## src/rtl/data_mem_arbiter.sv

```systemverilog
// data_mem_arbiter
//   Two-requester arbiter/sequencer in front of Data_Memory. Port 0 is the
//   core load/store unit, port 1 the debug/loader port. Each accepted request
//   becomes exactly one memory access. Completion is a one-cycle gnt pulse.
//   Reads also return registered read data with rvalid.
//
// Ports
//   clk, reset                 clock, async active-low reset
//   rN_req/we/addr/wdata       request from port N (held until rN_gnt)
//   rN_gnt/rvalid/rdata        completion pulse, read-valid, read data
//   Mem_Addr/Write_Data        registered address/data to Data_Memory
//   MemWrite/MemRead           registered memory strobes
//   Read_Data                  combinational read data from Data_Memory
//
// state  | meaning
// -------+---------------------------------------------------------------
// IDLE   | strobes low; sample requests, latch the winner's request
// ACCESS | one-cycle memory access; write commits / read captured at end
// DONE   | one-cycle gnt (and rvalid for reads) to the winner; reqs ignored
module data_mem_arbiter #(
  parameter int ADDR_W = 64,
  parameter int DATA_W = 64
) (
  input  logic              clk,
  input  logic              reset,
  input  logic              r0_req,
  input  logic              r0_we,
  input  logic [ADDR_W-1:0] r0_addr,
  input  logic [DATA_W-1:0] r0_wdata,
  output logic              r0_gnt,
  output logic              r0_rvalid,
  output logic [DATA_W-1:0] r0_rdata,
  input  logic              r1_req,
  input  logic              r1_we,
  input  logic [ADDR_W-1:0] r1_addr,
  input  logic [DATA_W-1:0] r1_wdata,
  output logic              r1_gnt,
  output logic              r1_rvalid,
  output logic [DATA_W-1:0] r1_rdata,
  output logic [ADDR_W-1:0] Mem_Addr,
  output logic [DATA_W-1:0] Write_Data,
  output logic              MemWrite,
  output logic              MemRead,
  input  logic [DATA_W-1:0] Read_Data
);

  typedef enum logic [1:0] {
    ST_IDLE   = 2'd0,
    ST_ACCESS = 2'd1,
    ST_DONE   = 2'd2
  } state_t;

  state_t              state_q;
  logic                ptr_q;
  logic                win_q;
  logic                we_q;
  logic [ADDR_W-1:0]   addr_q;
  logic [DATA_W-1:0]   wdata_q;
  logic                mem_we_q;
  logic                mem_re_q;
  logic                r0_gnt_q;
  logic                r0_rvalid_q;
  logic [DATA_W-1:0]   r0_rdata_q;
  logic                r1_gnt_q;
  logic                r1_rvalid_q;
  logic [DATA_W-1:0]   r1_rdata_q;

  logic                any_req;
  logic                win_d;
  logic                we_d;
  logic [ADDR_W-1:0]   addr_d;
  logic [DATA_W-1:0]   wdata_d;

  // Port 1 wins when it is the sole requester, or when both request and the
  // pointer favours it.
  always_comb begin
    any_req = r0_req | r1_req;
    win_d   = r1_req & (~r0_req | ptr_q);
    we_d    = win_d ? r1_we    : r0_we;
    addr_d  = win_d ? r1_addr  : r0_addr;
    wdata_d = win_d ? r1_wdata : r0_wdata;
  end

  always_ff @(posedge clk or negedge reset) begin
    if (!reset) begin
      state_q     <= ST_IDLE;
      ptr_q       <= 1'b0;
      win_q       <= 1'b0;
      we_q        <= 1'b0;
      addr_q      <= '0;
      wdata_q     <= '0;
      mem_we_q    <= 1'b0;
      mem_re_q    <= 1'b0;
      r0_gnt_q    <= 1'b0;
      r0_rvalid_q <= 1'b0;
      r0_rdata_q  <= '0;
      r1_gnt_q    <= 1'b0;
      r1_rvalid_q <= 1'b0;
      r1_rdata_q  <= '0;
    end else begin
      case (state_q)
        ST_IDLE: begin
          if (any_req) begin
            win_q    <= win_d;
            we_q     <= we_d;
            addr_q   <= addr_d;
            wdata_q  <= wdata_d;
            // Strobes are registered so they are valid for the whole ACCESS cycle.
            mem_we_q <= we_d;
            mem_re_q <= ~we_d;
            state_q  <= ST_ACCESS;
          end
        end
        ST_ACCESS: begin
          mem_we_q <= 1'b0;
          mem_re_q <= 1'b0;
          if (!we_q) begin
            if (win_q) r1_rdata_q <= Read_Data;
            else       r0_rdata_q <= Read_Data;
          end
          r0_gnt_q    <= ~win_q;
          r0_rvalid_q <= ~win_q & ~we_q;
          r1_gnt_q    <= win_q;
          r1_rvalid_q <= win_q & ~we_q;
          ptr_q       <= ~win_q;
          state_q     <= ST_DONE;
        end
        ST_DONE: begin
          r0_gnt_q    <= 1'b0;
          r0_rvalid_q <= 1'b0;
          r1_gnt_q    <= 1'b0;
          r1_rvalid_q <= 1'b0;
          state_q     <= ST_IDLE;
        end
        default: begin
          state_q <= ST_IDLE;
        end
      endcase
    end
  end

  assign Mem_Addr   = addr_q;
  assign Write_Data = wdata_q;
  assign MemWrite   = mem_we_q;
  assign MemRead    = mem_re_q;
  assign r0_gnt     = r0_gnt_q;
  assign r0_rvalid  = r0_rvalid_q;
  assign r0_rdata   = r0_rdata_q;
  assign r1_gnt     = r1_gnt_q;
  assign r1_rvalid  = r1_rvalid_q;
  assign r1_rdata   = r1_rdata_q;

endmodule

```

## config.mk

```make
export PLATFORM = sky130hd
export DESIGN_NAME = data_mem_arbiter
export DESIGN_NICKNAME = d
export VERILOG_FILES = /design/src/rtl/data_mem_arbiter.sv
export SDC_FILE = /design/constraint.sdc
export NUM_CORES = 1
export LEC_CHECK = 0
export ABC_AREA = 1
export CORE_AREA = 2 2 231 233
export DETAILED_ROUTE_END_ITERATION = 12
export DIE_AREA = 0 0 233 235
export SYNTH_ARGS = -nofsm -noshare
export SYNTH_HDL_FRONTEND = slang
export SYNTH_SLANG_ARGS = --single-unit
export TNS_END_PERCENT = 5
```

## constraint.sdc

```tcl
create_clock -name clk -period 1.9 [get_ports clk]
set_clock_uncertainty 0.05 [all_clocks]
set_input_delay 0.38 -clock clk [delete_from_list [all_inputs] [get_ports clk]]
set_output_delay 0.38 -clock clk [all_outputs]
set_load 0.02 [all_outputs]
```

==> metrics.txt, run 1 <==
number of buffer and inverter stages on the critical path=1; routed length per placed instance=approximately 15 um; worst slack after detailed placement=-0.102 ns; initial standard-cell utilization of the core=approximately 23%; Floorplan Core Area=approximately 52000 um^2; number of buffers on the longest clock path=3; portion of the clock cycle consumed by the worst path in the final layout=93.9%; Final HPWL DP=33.4 mm; Top Ports=588; number of warnings reported in the yosys synthesis log=0; max-slew violations=0; number of max-cap violations=0; relative area change from synthesis to final layout=67.7%; clock tree root driver cell=clkbuf_16; count of clock tree sinks=between 200 and 300; Total GRT Usage=between 10% and 20%; Inst Count DP=about 2800; remaining design rule violation count=0; maximum operating frequency=roughly 0.56 GHz; layout cell share with drive strength beyond 1=under 10%; top library cells by usage in the layout, fill and taps aside=nand2_1, clkdlybuf4s50_1, dfrtp_1; summed instance area of the synthesized netlist=roughly 12000 um^2; storage element area=between 6000 and 7000 um^2; post-DR vias/cell=4.19; total of fill cells in the finished design=roughly 5400; antenna violations before repair=3; synthesis-stage register bit count=267; classification of the worst-slack hold path=primary input to asynchronous set/reset pin; die span in x=233 um; cells taking the most area after synthesis=dfrtp_1, nand2_1, inv_1; count of nets left with antenna violations after detail routing=0; Clock Latency Late Sink=~0.57 ns; height of the die=235 um; critical path endpoint category=output port; number of standard cells in the layout, taps in and fillers out=~2800; synthesized netlist net count=roughly 1800; die area=approximately 55000 um^2; area of the multi-input gates=between 3000 and 4000 um^2; worst slew pin tran=0.467 ns; maximum number of pins on one net before global-route repair=80; wirelength, routed=43.1 mm; fin crit period=around 1.8 ns; reg2reg setup slack=0.14 ns; CTS Buf Count=31; global route total overflow=0; status=complete, no violations; final total power=roughly 32000 uW; Final Hold Fails=0; required time worst endpoint=about 1.5 ns; leakage power summed over all cells=just over 0.01 uW; average cell area after synthesis=7.91 um^2; number of vias after detailed routing=11800; Worst-path clk slew=~0.060 ns; post-layout net count=approximately 2400; cell family contributing the most delay on the critical path=buffers and inverters; final weighted congestion of routability-driven global placement=around 0.86; power density over cell area=~1600 nW/um^2; synthesized instance count=approximately 1500; number of global-route vias before repair=approximately 12000; stage delay of the slowest cell on the critical path=about 0.43 ns; DRC violation total after the first TritonRoute iteration=between 400 and 500; maximum ir drop on the vdd rail=roughly 0.00062 V; leading cell type in the layout, fill and taps excluded=nand2_1; setup violators final=0; Yosys top cell by area=dfrtp_1; area share of the leading cell type in the synthesized netlist=around 57%; Arr. time, crit path=1.35 ns; worst-case headroom to the max-slew limit=68.9%; Setup Total Neg Slack=0 ns; buffers added on ports=roughly 600; Cell variety after synth=17; global-route wire length before repair=approximately 67 mm; maximum level of the CTS H-tree=1; standard-cell rows=between 80 and 90; Area after DPL=18900 um^2; crit path max fanout=2; worst path setup slack after routing=~0.12 ns; 1st-pass router iterations=5; Critical Path Start Type=flop; setup repair after global routing missed its margin=false; CTS tree=built; critical-path cell with the highest stage delay=dlygate4sd2_1; Final Cell Area=roughly 20000 um^2; critical path, cell by cell=dlygate4sd2_1; sequential fraction of the synthesis area=between 50% and 60%; critical path start-end classification=flop to output port
## metrics by stage
stage               hold slack [ns]  utilization [%]
CTS                           0.174             37.8
global placement              0.208             36.2
detailed placement            0.205             36.2
finish                        0.195             37.9
global route                  0.193             37.9
floorplan                    0.0344                -
## layout make-up
| type | instances | share of cell area [%] |
|---|---|---|
| clock buffer | 41 | 4.52 |
| clock inverter | 15 | 1.30 |
| inverter | 207 | 3.94 |
| multi-input combinational | 934 | 20.0 |
| tap | 688 | 4.35 |
| sequential | 267 | 33.8 |
| timing repair buffer | 659 | 32.1 |
| antenna | 2 | 0.0253 |
## cell usage after synthesis
library cell / instances
inv_1: 206
nand4_1: 1
clkbuf_1: 15
buf_4: 15
nand3_1: 5
nand2_2: 1
nand2_1: 526
nor2_1: 129
ha_1: 4
nor2_4: 1
o21ai_1: 116
inv_2: 1
dfrtp_1: 267
o21ai_0: 148
nor2_2: 1
buf_2: 54
o22ai_1: 2
## state kept, by name, indices dropped and copies added, names as in the netlist
| signal | cells |
|---|---|
| MemRead | 1 |
| r1_gnt | 1 |
| state_q | 2 |
| Write_Data | 64 |
| r1_rvalid | 1 |
| r1_rdata | 64 |
| Mem_Addr | 64 |
| r0_rvalid | 1 |
| ptr_q | 1 |
| r0_gnt | 1 |
| MemWrite | 1 |
| r0_rdata | 64 |
| win_q | 1 |
| we_q | 1 |
## path summary, 6_finish.rpt
kind                         startpoint           end  depth (start not counted)
setup / recovery           r0_rdata[51]  r0_rdata[51]                          1
hold / removal                    reset  r0_rdata[51]                          2
setup reg to reg             state_q[1]  Mem_Addr[20]                         10
hold reg to reg            r1_rdata[61]  r1_rdata[61]                          2
max in group asynchronous         reset  r1_rdata[22]                          3
min in group clk           Read_Data[5]   r0_rdata[5]                          3
## cell families (layout without fill, tap and decap cells)
family | Yosys count | in the layout | share of synthesized area, %
AO/OA/AOI/OAI | 266 | 266 | 11.3
adder cells (fa/ha/maj) | 4 | 4 | 0.424
other | 0 | 2 | 0
flip-flops | 267 | 267 | 56.6
buffers and inverters | 291 | 922 | 10.3
AND/OR/NAND/NOR | 664 | 664 | 21.3
## power by group
group          switching, uW  internal (uW)  leakage [uW]
Combinational           9290           5990       0.00634
Sequential              1540           8580       0.00325
Clock                   2480           4220      0.000569
## repair_timing
| action | 4_1_cts | 5_1_grt |
|---|---|---|
| endpoints found under the setup margin | 262 | 108 |
| pin swaps | 0 | 1 |
| hold endpoints to repair | 157 | 0 |
| hold buffers | 1 | 0 |
| resized for setup | 262 | 6 |
| buffers inserted | 0 | 0 |
| cloned | 0 | 1 |
## per-layer routing
metal	track usage, %	up-vias	share of wire (%)
li1	-	5742	-
met1	18.0	5501	40
met2	26.8	474	48
met3	4.24	70	8.9
met4	4.84	2	3.0
met5	0	-	0.030
Note: power is estimated with default switching activity, not from simulation.
==> run 2: changes to the inputs <==
--- a/config.mk
+++ b/config.mk
@@ -8,4 +8,5 @@
 export ABC_AREA = 1
 export CORE_AREA = 2 2 231 233
+export CTS_CLUSTER_DIAMETER = 200
 export DETAILED_ROUTE_END_ITERATION = 12
 export DIE_AREA = 0 0 233 235
==> constraint.sdc (replaced) <==
create_clock -name clk -period 1.9 [get_ports clk]
set_clock_uncertainty 0.05 [all_clocks]
set_input_delay 0.475 -clock clk [delete_from_list [all_inputs] [get_ports clk]]
set_output_delay 0.475 -clock clk [all_outputs]
set_load 0.02 [all_outputs]
==> metrics.txt, run 2 (synthesis results as in run 1) <==
Arr. time, crit path=1.32 ns; Setup Total Neg Slack=0 ns; clock network fraction of total power=18.6%; maximum number of pins on one net before global-route repair=a little over 70; layout cell share with drive strength beyond 1=under 10%; classification of the worst-slack hold path=primary input to asynchronous set/reset pin; final weighted congestion of routability-driven global placement=between 0.8 and 0.9; Final HPWL DP=33.8 mm; crit path max fanout=2; number of buffer and inverter stages on the critical path=1; post-DR vias/cell=4.18; CTS Buf Count=30; maximum operating frequency=between 0.5 and 0.6 GHz; maximum ir drop on the vdd rail=between 0.0007 and 0.0008 V; leakage power summed over all cells=just over 0.01 uW; Final Cell Area=between 15000 and 20000 um^2; leading cell type in the layout, fill and taps excluded=nand2_1; buffers added on ports=roughly 590; antenna violations before repair=3; standard-cell rows=84; remaining design rule violation count=0; maximum level of the CTS H-tree=1; required time worst endpoint=1.37 ns; die area=~55000 um^2; status=complete, no violations; final total power=about 31000 uW; relative area change from synthesis to final layout=67.2%; height of the die=235 um; global-route wire length before repair=about 67 mm; portion of the clock cycle consumed by the worst path in the final layout=a little over nine tenths; number of global-route vias before repair=between 10000 and 15000; number of buffers on the longest clock path=3; count of nets left with antenna violations after detail routing=0; Area after DPL=approximately 19000 um^2; Net Switching=13300 uW; worst slew pin tran=between 0.5 and 0.6 ns; critical path, cell by cell=dlygate4sd2_1; Total GRT Usage=between 10% and 20%; global route total overflow=0; post-layout net count=about 2400; critical path endpoint category=output port; Final Hold Fails=0; clock tree root driver cell=clkbuf_16; count of clock tree sinks=~270; worst hold slack=between 0.3 and 0.4 ns; stage delay of the slowest cell on the critical path=0.40 ns; routed length per placed instance=15.4 um; worst slack after detailed placement=-0.202 ns; die span in x=233 um; setup violators final=0; share of power burned in registers=between 30% and 40%; setup repair after global routing missed its margin=false; CTS tree=built; Comb pwr share=around 49%; number of vias after detailed routing=about 12000; number of max-cap violations=0; Top Ports=about 600; top library cells by usage in the layout, fill and taps aside=nand2_1, clkdlybuf4s50_1, dfrtp_1; internal power=between 15000 and 20000 uW; fin crit period=1.85 ns; Clock Latency Late Sink=0.57 ns; total of fill cells in the finished design=5361; DRC violation total after the first TritonRoute iteration=about 460; worst path setup slack after routing=~0.05 ns; critical path start-end classification=flop to output port; Worst-path clk slew=approximately 0.06 ns; worst-case headroom to the max-slew limit=64.0%; 1st-pass router iterations=5; cell family contributing the most delay on the critical path=flip-flops; wirelength, routed=about 43 mm; initial standard-cell utilization of the core=a little under a quarter; power density over cell area=1590 nW/um^2; max-slew violations=0; Floorplan Core Area=about 52000 um^2; switching part of the total=42.6%; Critical Path Start Type=flop; critical-path cell with the highest stage delay=dfrtp_1
==> run 2: changes by cell type in the layout (fill, tap and decap cells not counted), moves of 3 or more <==
cell | before | now
buf_12 | 18 | 22
buf_4 | 49 | 57
buf_6 | 3 | 0
bufinv_16 | 7 | 1
clkbuf_1 | 2 | 5
clkdlybuf4s15_1 | 0 | 12
clkinvlp_4 | 1 | 4
dlygate4sd2_1 | 262 | 249
==> run 2: per-layer routing <==
metal | vias up | GRT usage (%) | wire, um
met3 | 77 | 4.32 | 3770
li1 | 5751 | - | -
met5 | - | 0 | 22
met4 | 4 | 5.04 | 1250
met1 | 5489 | 17.5 | 16900
met2 | 479 | 27.5 | 21400
==> run 2: power groups by stage <==
stage / Sequential, uW / Clock (uW) / Combinational (uW)
after floorplan: 13500 / 0 / 4870
after global placement: 10200 / 0 / 17200
after detailed placement: 10300 / 0 / 17400
after CTS: 10200 / 6020 / 15500
after global routing: 10500 / 6280 / 16800
final: 10100 / 5830 / 15300
==> run 2: stage by stage <==
stage,cells,util [%]
global placement,2761,36.3
finish,2820,37.7
floorplan,1492,-
CTS,2818,37.7
detailed placement,2761,36.3
global route,2820,37.7
==> run 2: path summary, 6_finish.rpt <==
kind	startpoint	to	slack [ns]	depth (start not counted)
min	reset	r0_rdata[7]	0.37	2
min in group clk	r1_rdata[45]	r1_rdata[45]	0.43	2
max in group asynchronous	reset	Mem_Addr[4]	0.76	3
max	Mem_Addr[16]	Mem_Addr[16]	0.05	1
min reg2reg	r1_rdata[45]	r1_rdata[45]	0.43	2
max reg2reg	state_q[0]	Write_Data[43]	0.20	9
==> run 2: layout make-up <==
type / count / area (um^2) / area share [%]
Sequential cell: 267 / 6680 / 33.9
Multi-Input combinational cell: 934 / 3940 / 20.0
Clock inverter: 12 / 114 / 0.577
Tap cell: 688 / 861 / 4.37
Timing Repair Buffer: 667 / 6450 / 32.7
Antenna cell: 1 / 2.50 / 0.0127
Clock buffer: 44 / 893 / 4.53
Inverter: 207 / 779 / 3.95
==> run 2: timing repair <==
item,4_1_cts,5_1_grt
gates cloned,0,0
pin swaps,0,1
hold buffers,1,0
buffers inserted,0,1
hold endpoints to repair,39,0
setup endpoints to repair,262,37
resized for setup,267,9
